--- config.mk ---
export PLATFORM = sky130hd
export DESIGN_NAME = pentavium_ks_core
export DESIGN_NICKNAME = d
export VERILOG_FILES = /design/src/rtl/pentavium_ks_core.sv
export SDC_FILE = /design/constraint.sdc
export NUM_CORES = 1
export LEC_CHECK = 0
export ABC_CLOCK_PERIOD_IN_PS = 2650
export BUFFER_PORTS_ARGS = -buffer_cell sky130_fd_sc_hd__buf_2
export CAP_MARGIN = 10
export CELL_PAD_IN_SITES_DETAIL_PLACEMENT = 0
export CELL_PAD_IN_SITES_GLOBAL_PLACEMENT = 1
export CORE_MARGIN = 2
export CORE_UTILIZATION = 45
export DETAILED_ROUTE_END_ITERATION = 8
export GPL_ROUTABILITY_DRIVEN = 0
export MAX_ROUTING_LAYER = met4
export PLACE_DENSITY_LB_ADDON = 0.1
export SLEW_MARGIN = 25
export SYNTH_ARGS = -nofsm -noshare
export SYNTH_HDL_FRONTEND = slang
export SYNTH_SLANG_ARGS = --single-unit
--- constraint.sdc ---
create_clock -name clk -period 2.65 [get_ports clk]
set_input_delay 0.795 -clock clk [delete_from_list [all_inputs] [get_ports clk]]
set_output_delay 0.795 -clock clk [all_outputs]
set_load 0.01 [all_outputs]
--- src/rtl/pentavium_ks_core.sv ---
// Pentavium keystream core: three radius-2 CA registers with cross feedback, packed valid/ready output.
// Optional build macro PENTAVIUM_RULE_CFG_EN adds a run-time rule schedule input (rule_cfg).
module pentavium_ks_core #(
    parameter int          KEY_W      = 80,
    parameter int          IV_W       = 80,
    parameter int          LA         = 93,
    parameter int          LB         = 84,
    parameter int          LC         = 111,
    parameter int          OUT_W      = 8,
    parameter int          INIT_STEPS = 1152,
    parameter logic [15:0] RULE_SCHED = 16'h78D2,
    parameter int          TAP_A      = 65,
    parameter int          TAP_B      = 68,
    parameter int          TAP_C      = 65,
    parameter int          XA         = 68,
    parameter int          XB         = 76,
    parameter int          XC         = 87
) (
    input  logic             clk,
    input  logic             rst,
    input  logic             start,
    input  logic [KEY_W-1:0] key,
    input  logic [IV_W-1:0]  iv,
    input  logic             stop,
`ifdef PENTAVIUM_RULE_CFG_EN
    input  logic [15:0]      rule_cfg,
`endif
    output logic             busy,
    output logic             init_done,
    output logic [OUT_W-1:0] ks_data,
    output logic             ks_valid,
    input  logic             ks_ready,
    output logic [31:0]      word_cnt
);

    localparam int               CNT_W     = (OUT_W > 1) ? $clog2(OUT_W) : 1;
    localparam logic [CNT_W-1:0] CNT_LAST  = CNT_W'(OUT_W - 1);
    localparam logic [CNT_W-1:0] CNT_ONE   = CNT_W'(1);
    localparam logic [31:0]      INIT_LAST = 32'(INIT_STEPS - 1);

    typedef enum logic [1:0] {ST_IDLE = 2'd0, ST_INIT = 2'd1, ST_GEN = 2'd2} state_e;

    state_e            state_q, state_d;
    logic [LA-1:0]     a_q, a_d;
    logic [LB-1:0]     b_q, b_d;
    logic [LC-1:0]     c_q, c_d;
    logic [OUT_W-1:0]  acc_q, acc_d;
    logic [CNT_W-1:0]  cnt_q, cnt_d;
    logic [31:0]       step_q, step_d;
    logic [OUT_W-1:0]  ks_data_q, ks_data_d;
    logic              ks_valid_q, ks_valid_d;
    logic [31:0]       word_cnt_q, word_cnt_d;
    logic              busy_q, busy_d;
    logic              init_done_q, init_done_d;
    logic [15:0]       rule_s;

    function automatic logic ca_rule(input logic [1:0] rule, input logic m2, input logic m1,
                                     input logic s, input logic p1, input logic p2);
        logic r;
        case (rule)
            2'b00:   r = m2 ^ m1 ^ p1 ^ p2;
            2'b01:   r = m2 ^ m1 ^ s ^ p1 ^ p2;
            2'b10:   r = p2 ^ (p1 & s) ^ (p1 & m1) ^ s ^ m2 ^ 1'b1;
            default: r = p2 ^ (p1 & m1) ^ (s & m1) ^ m1 ^ m2;
        endcase
        return r;
    endfunction

`ifdef PENTAVIUM_RULE_CFG_EN
    logic [15:0] rule_q, rule_d;
    assign rule_s = rule_q;
`else
    assign rule_s = RULE_SCHED;
`endif

    // Null boundary: one zero above the top cell and two below cell 0; the top cell is shifted out.
    logic [LA+2:0] a_pad_s;
    logic [LB+2:0] b_pad_s;
    logic [LC+2:0] c_pad_s;
    logic [LA-2:0] ca_a_s;
    logic [LB-2:0] ca_b_s;
    logic [LC-2:0] ca_c_s;
    assign a_pad_s = {1'b0, a_q, 2'b00};
    assign b_pad_s = {1'b0, b_q, 2'b00};
    assign c_pad_s = {1'b0, c_q, 2'b00};

    // Parallel CA update of every retained cell of the three registers.
    always_comb begin
        ca_a_s = '0;
        ca_b_s = '0;
        ca_c_s = '0;
        for (int j = 0; j < LA - 1; j++) begin
            ca_a_s[j] = ca_rule(rule_s[2*(j%8) +: 2], a_pad_s[j], a_pad_s[j+1], a_pad_s[j+2], a_pad_s[j+3], a_pad_s[j+4]);
        end
        for (int j = 0; j < LB - 1; j++) begin
            ca_b_s[j] = ca_rule(rule_s[2*(j%8) +: 2], b_pad_s[j], b_pad_s[j+1], b_pad_s[j+2], b_pad_s[j+3], b_pad_s[j+4]);
        end
        for (int j = 0; j < LC - 1; j++) begin
            ca_c_s[j] = ca_rule(rule_s[2*(j%8) +: 2], c_pad_s[j], c_pad_s[j+1], c_pad_s[j+2], c_pad_s[j+3], c_pad_s[j+4]);
        end
    end

    logic t_a_s, t_b_s, t_c_s, z_s, f_a_s, f_b_s, f_c_s;
    assign t_a_s = a_q[TAP_A] ^ a_q[LA-1];
    assign t_b_s = b_q[TAP_B] ^ b_q[LB-1];
    assign t_c_s = c_q[TAP_C] ^ c_q[LC-1];
    assign z_s   = t_a_s ^ t_b_s ^ t_c_s;
    assign f_a_s = t_a_s ^ (a_q[LA-3] & a_q[LA-2]) ^ b_q[XB];
    assign f_b_s = t_b_s ^ (b_q[LB-3] & b_q[LB-2]) ^ c_q[XC];
    assign f_c_s = t_c_s ^ (c_q[LC-2] & c_q[LC-1]) ^ a_q[XA];

    // Control FSM, register stepping, word packing and output handshake.
    always_comb begin
        state_d    = state_q;
        a_d        = a_q;
        b_d        = b_q;
        c_d        = c_q;
        acc_d      = acc_q;
        cnt_d      = cnt_q;
        step_d     = step_q;
        ks_data_d  = ks_data_q;
        ks_valid_d = ks_valid_q;
        word_cnt_d = word_cnt_q;
`ifdef PENTAVIUM_RULE_CFG_EN
        rule_d     = rule_q;
`endif
        if (stop) begin
            state_d    = ST_IDLE;
            ks_valid_d = 1'b0;
            acc_d      = '0;
            cnt_d      = '0;
            step_d     = 32'd0;
            word_cnt_d = 32'd0;
        end else begin
            case (state_q)
                ST_IDLE: begin
                    if (start) begin
                        a_d = '0;
                        a_d[KEY_W-1:0] = key;
                        b_d = '0;
                        b_d[IV_W-1:0] = iv;
                        c_d = '0;
                        c_d[LC-1:LC-3] = 3'b111;
                        acc_d      = '0;
                        cnt_d      = '0;
                        step_d     = 32'd0;
                        word_cnt_d = 32'd0;
                        state_d    = ST_INIT;
`ifdef PENTAVIUM_RULE_CFG_EN
                        rule_d     = rule_cfg;
`endif
                    end else begin
                        state_d = ST_IDLE;
                    end
                end
                ST_INIT: begin
                    a_d = {ca_a_s, f_c_s};
                    b_d = {ca_b_s, f_a_s};
                    c_d = {ca_c_s, f_b_s};
                    if (step_q == INIT_LAST) begin
                        step_d  = 32'd0;
                        state_d = ST_GEN;
                    end else begin
                        step_d  = step_q + 32'd1;
                    end
                end
                ST_GEN: begin
                    if (ks_valid_q && ks_ready) begin
                        ks_valid_d = 1'b0;
                        word_cnt_d = word_cnt_q + 32'd1;
                    end else begin
                        ks_valid_d = ks_valid_q;
                    end
                    // A word-completing step waits until the output slot is free or being drained.
                    if (cnt_q == CNT_LAST) begin
                        if (!ks_valid_q || ks_ready) begin
                            a_d        = {ca_a_s, f_c_s};
                            b_d        = {ca_b_s, f_a_s};
                            c_d        = {ca_c_s, f_b_s};
                            ks_data_d  = acc_q;
                            ks_data_d[OUT_W-1] = z_s;
                            ks_valid_d = 1'b1;
                            acc_d      = '0;
                            cnt_d      = '0;
                        end else begin
                            a_d = a_q;
                        end
                    end else begin
                        a_d          = {ca_a_s, f_c_s};
                        b_d          = {ca_b_s, f_a_s};
                        c_d          = {ca_c_s, f_b_s};
                        acc_d[cnt_q] = z_s;
                        cnt_d        = cnt_q + CNT_ONE;
                    end
                end
                default: state_d = ST_IDLE;
            endcase
        end
        busy_d      = (state_d != ST_IDLE);
        init_done_d = (state_d == ST_GEN);
    end

    // State and output registers with synchronous reset.
    always_ff @(posedge clk) begin
        if (rst) begin
            state_q     <= ST_IDLE;
            a_q         <= '0;
            b_q         <= '0;
            c_q         <= '0;
            acc_q       <= '0;
            cnt_q       <= '0;
            step_q      <= 32'd0;
            ks_data_q   <= '0;
            ks_valid_q  <= 1'b0;
            word_cnt_q  <= 32'd0;
            busy_q      <= 1'b0;
            init_done_q <= 1'b0;
`ifdef PENTAVIUM_RULE_CFG_EN
            rule_q      <= RULE_SCHED;
`endif
        end else begin
            state_q     <= state_d;
            a_q         <= a_d;
            b_q         <= b_d;
            c_q         <= c_d;
            acc_q       <= acc_d;
            cnt_q       <= cnt_d;
            step_q      <= step_d;
            ks_data_q   <= ks_data_d;
            ks_valid_q  <= ks_valid_d;
            word_cnt_q  <= word_cnt_d;
            busy_q      <= busy_d;
            init_done_q <= init_done_d;
`ifdef PENTAVIUM_RULE_CFG_EN
            rule_q      <= rule_d;
`endif
        end
    end

    assign busy      = busy_q;
    assign init_done = init_done_q;
    assign ks_data   = ks_data_q;
    assign ks_valid  = ks_valid_q;
    assign word_cnt  = word_cnt_q;

endmodule
==> key figures <==
Outcome
  • Status: finished, final reports clean

Worst setup path
  • CP arrival: 2910 ps
  • Slowest-stage cell, CP: and3_4
  • CP Data Required Time: 3180 ps
  • Crit path max fanout: 33
  • Worst-path cell chain: inv_1 -> ha_1 -> nand4b_1 -> and3_4 -> buf_12 -> a21oi_1 -> a211oi_1 -> o21ba_2
  • FF-to-FF Start: state_q[0]
  • Setup crit start: state_q[0]
  • Critical path class: flop to flop
  • Critical Path Start Type: flop
  • Worst setup EP type: flop
  • Slowest stage delay, CP: 430 ps

Die
  • # IOs: 208
  • Die width: 245 µm
  • DIE AREA: 60200 µm²
  • Die height: 245 µm
  • Initial core utilization: 45.5%
  • Row count: 88
  • Core area: 57600 µm²

Timing
  • Final hold vios: 0
  • Max transition margin: 59.9%
  • Max Clk Rate: 0.420 GHz
  • RSZ-0062 raised after global routing: false
  • Setup TNS: 0 ps
  • Worst Max-Slew Pin Slew: 601 ps
  • Worst Skew: 18.8 ps
  • Fin. max-slew vios: 0
  • Final setup vio count: 0
  • Crit path time final: 2380 ps
  • Final period utilization: 89.9%

Placed design
  • Placed inst area: 28100 µm²
  • Placed insts: 3930
  • PortBufs: 207
  • DP HPWL: 42600 µm

Synth
  • Top-count cell post-synth: xnor2_1
  • Post-Synth Adder-Cell Area: 5.44%
  • Number of synthesized flops with an enable pin: 0
  • Main combinational cell family by area after synthesis: XOR/XNOR gates
  • Number of synthesis warnings: 0
  • Seq cells post-synth: 375
  • Post-synth top area cell: dfxtp_1
  • Seq/Total Area, Yosys: 28.6%
  • Post-synth net total: 3404
  • Area contributors post-synth: dfxtp_1 (29%), xnor2_1 (18%), xnor3_1 (6.3%)
  • Async SR Flop Fraction: 0%
  • Mux cell area share after synthesis: 0.592%
  • Most frequent cells after synthesis: xnor2_1 (524), dfxtp_1 (375), nor2_1 (356), a21oi_1 (254), nand2_1 (233)
  • Syn_area_per_cell: 8.39 µm²
  • Ys flop type: dfxtp_1
  • Synth Area in Simple Gates: 17.6%
  • Share of the synthesized area in the top cell type: 28.6%
  • Compound-Gate Fraction of Synth Area: 16.4%
  • Library cells used by synthesis: 53
  • Post-Syn Instances: 3125
  • Post-Synth XOR/XNOR Area: 27.9%
  • Synthesized area: 26200 µm²

Detailed routing
  • Wire per inst: 15.9 µm
  • Post-Route WL: 63700 µm
  • DRT antenna net count: 0
  • DR iter-0 viols: 971
  • First-pass iteration count of the detailed router: 5
  • # DRC: 0
  • Avg Vias per Cell: 5.33
  • Vias: 21400

Pwr
  • Leak pwr: 0.0121 µW
  • Combinational fraction of design power: 15.7%
  • Clk pwr share: 43.3%
  • Psw: 4040 µW
  • Max IR drop VDD: 0.487 mV
  • Register share of total power: 41.0%
  • Int Power: 10800 µW
  • Power Dens Cells: 501 nW/µm²
  • Switching power share of the total: 27.2%

CTS
  • CTS tree: built
  • Worst skew pair latency: 590 ps
  • Clk root buf: clkbuf_16
  • CTS sink cnt: 375
  • Clock transition at path regs: 60 ps
  • Max clock buf depth: 3
  • Cts repair resizes: 0
  • TritonCTS buffer count: 47
  • Post-CTS Setup Inserts: 0
  • Htree depth: 2
  • Post-CTS Hold Buffers: 0

Global routing
  • Initial antenna violation count: 4
  • Global Route Usage Sum: 21.7%
  • Grt ovf: 0
  • Pin count of the biggest net entering global routing: 103
  • Vias in the first global route: 21200
  • First-pass GRT wire length: 107000 µm

Finish
  • Layout area overhead: 13.3%
  • Fin cells: 4020
  • Final Cell Area: 29700 µm²
  • Share of layout cells above drive strength 1: 12.0%
  • Final layout net count: 3493

Hold path
  • Hold Crit Start: rst
  • Min-Delay Path Class: primary input to flop

Job
  • # Max-Cap Violations: 0
critical path: cells and delay by family, from the launching register on:
family                     cells  cell delay (ps)
DFF                            1              410
and+or+nand+nor                2              700
AOI/OAI and AO/OA              3              500
buffers and inverters          2              350
adders and majority gates      1              330
layer usage:
metal / wire (µm) / vias up / track usage [%] / share of wire (%)
met5: 0 / - / - / 0
met1: 30500 / 10200 / 28.2 / 48
met2: 29900 / 285 / 35.8 / 47
li1: - / 10800 / - / -
met4: 1390 / 0 / 5.70 / 2.2
met3: 1950 / 88 / 2.51 / 3.1
state kept, by name, summed over array words and instances (netlist names):
signal     count
c_q          111
a_q           93
b_q           84
step_q        32
word_cnt      32
ks_data        8
acc_q          7
cnt_q          3
state_q        2
busy           1
init_done      1
ks_valid       1
cell usage in the layout, fill, tap and decap left out, types with 68 or more instances in the layout:
cell and count:
nor2_1 355, xnor3_1 73, nand2_1 233, xnor2_1 524, dfxtp_1 375, o21ai_0 68
a21oi_1 254, ha_1 113, buf_2 206, a21o_1 97, xor2_1 123, nor3_1 119
a211oi_1 113, nand2b_1 76
per-stage QoR:
stage	util [%]	power, µW	hold WS [ps]	setup WS, ps
floorplan	-	7930	443	284
global placement	48.9	8520	463	167
detailed placement	48.9	8560	477	152
CTS	51.5	15100	425	245
global route	51.5	15600	448	62.1
finish	51.5	14900	461	267
power groups by stage:
stage / clock network (µW) / logic [µW] / registers, µW
after floorplan: 0 / 1830 / 6100
after global placement: 0 / 2300 / 6210
after detailed placement: 0 / 2340 / 6220
after CTS: 6620 / 2360 / 6100
after global routing: 6840 / 2590 / 6130
final: 6430 / 2330 / 6100
logic make-up (layout without fill, tap and decap cells):
kind of cell,count (synthesis),after routing
AND/OR/NAND/NOR,993,993
buffers and inverters,239,366
other,0,3
multiplexers,15,15
flip-flops,375,375
AO/OA/AOI/OAI,669,669
adder cells (fa/ha/maj),114,114
XOR/XNOR,720,720
path summary, 6_finish.rpt:
kind	to	slack [ps]	cells after the start
min reg2reg	acc_q[0]	480	2
min	ks_data[0]	460	2
max reg2reg	a_q[81]	270	8
max	a_q[81]	270	8
layout make-up:
class | count | area, µm²
antenna | 3 | 7.51
clock buffer | 72 | 1390
clock inverter | 15 | 139
fill | 5560 | 27900
inverter | 14 | 55.1
multi-input combinational | 2511 | 17800
sequential | 375 | 7510
tap | 765 | 957
timing repair buffer | 265 | 1790
Power figures use the tool's default switching activity.
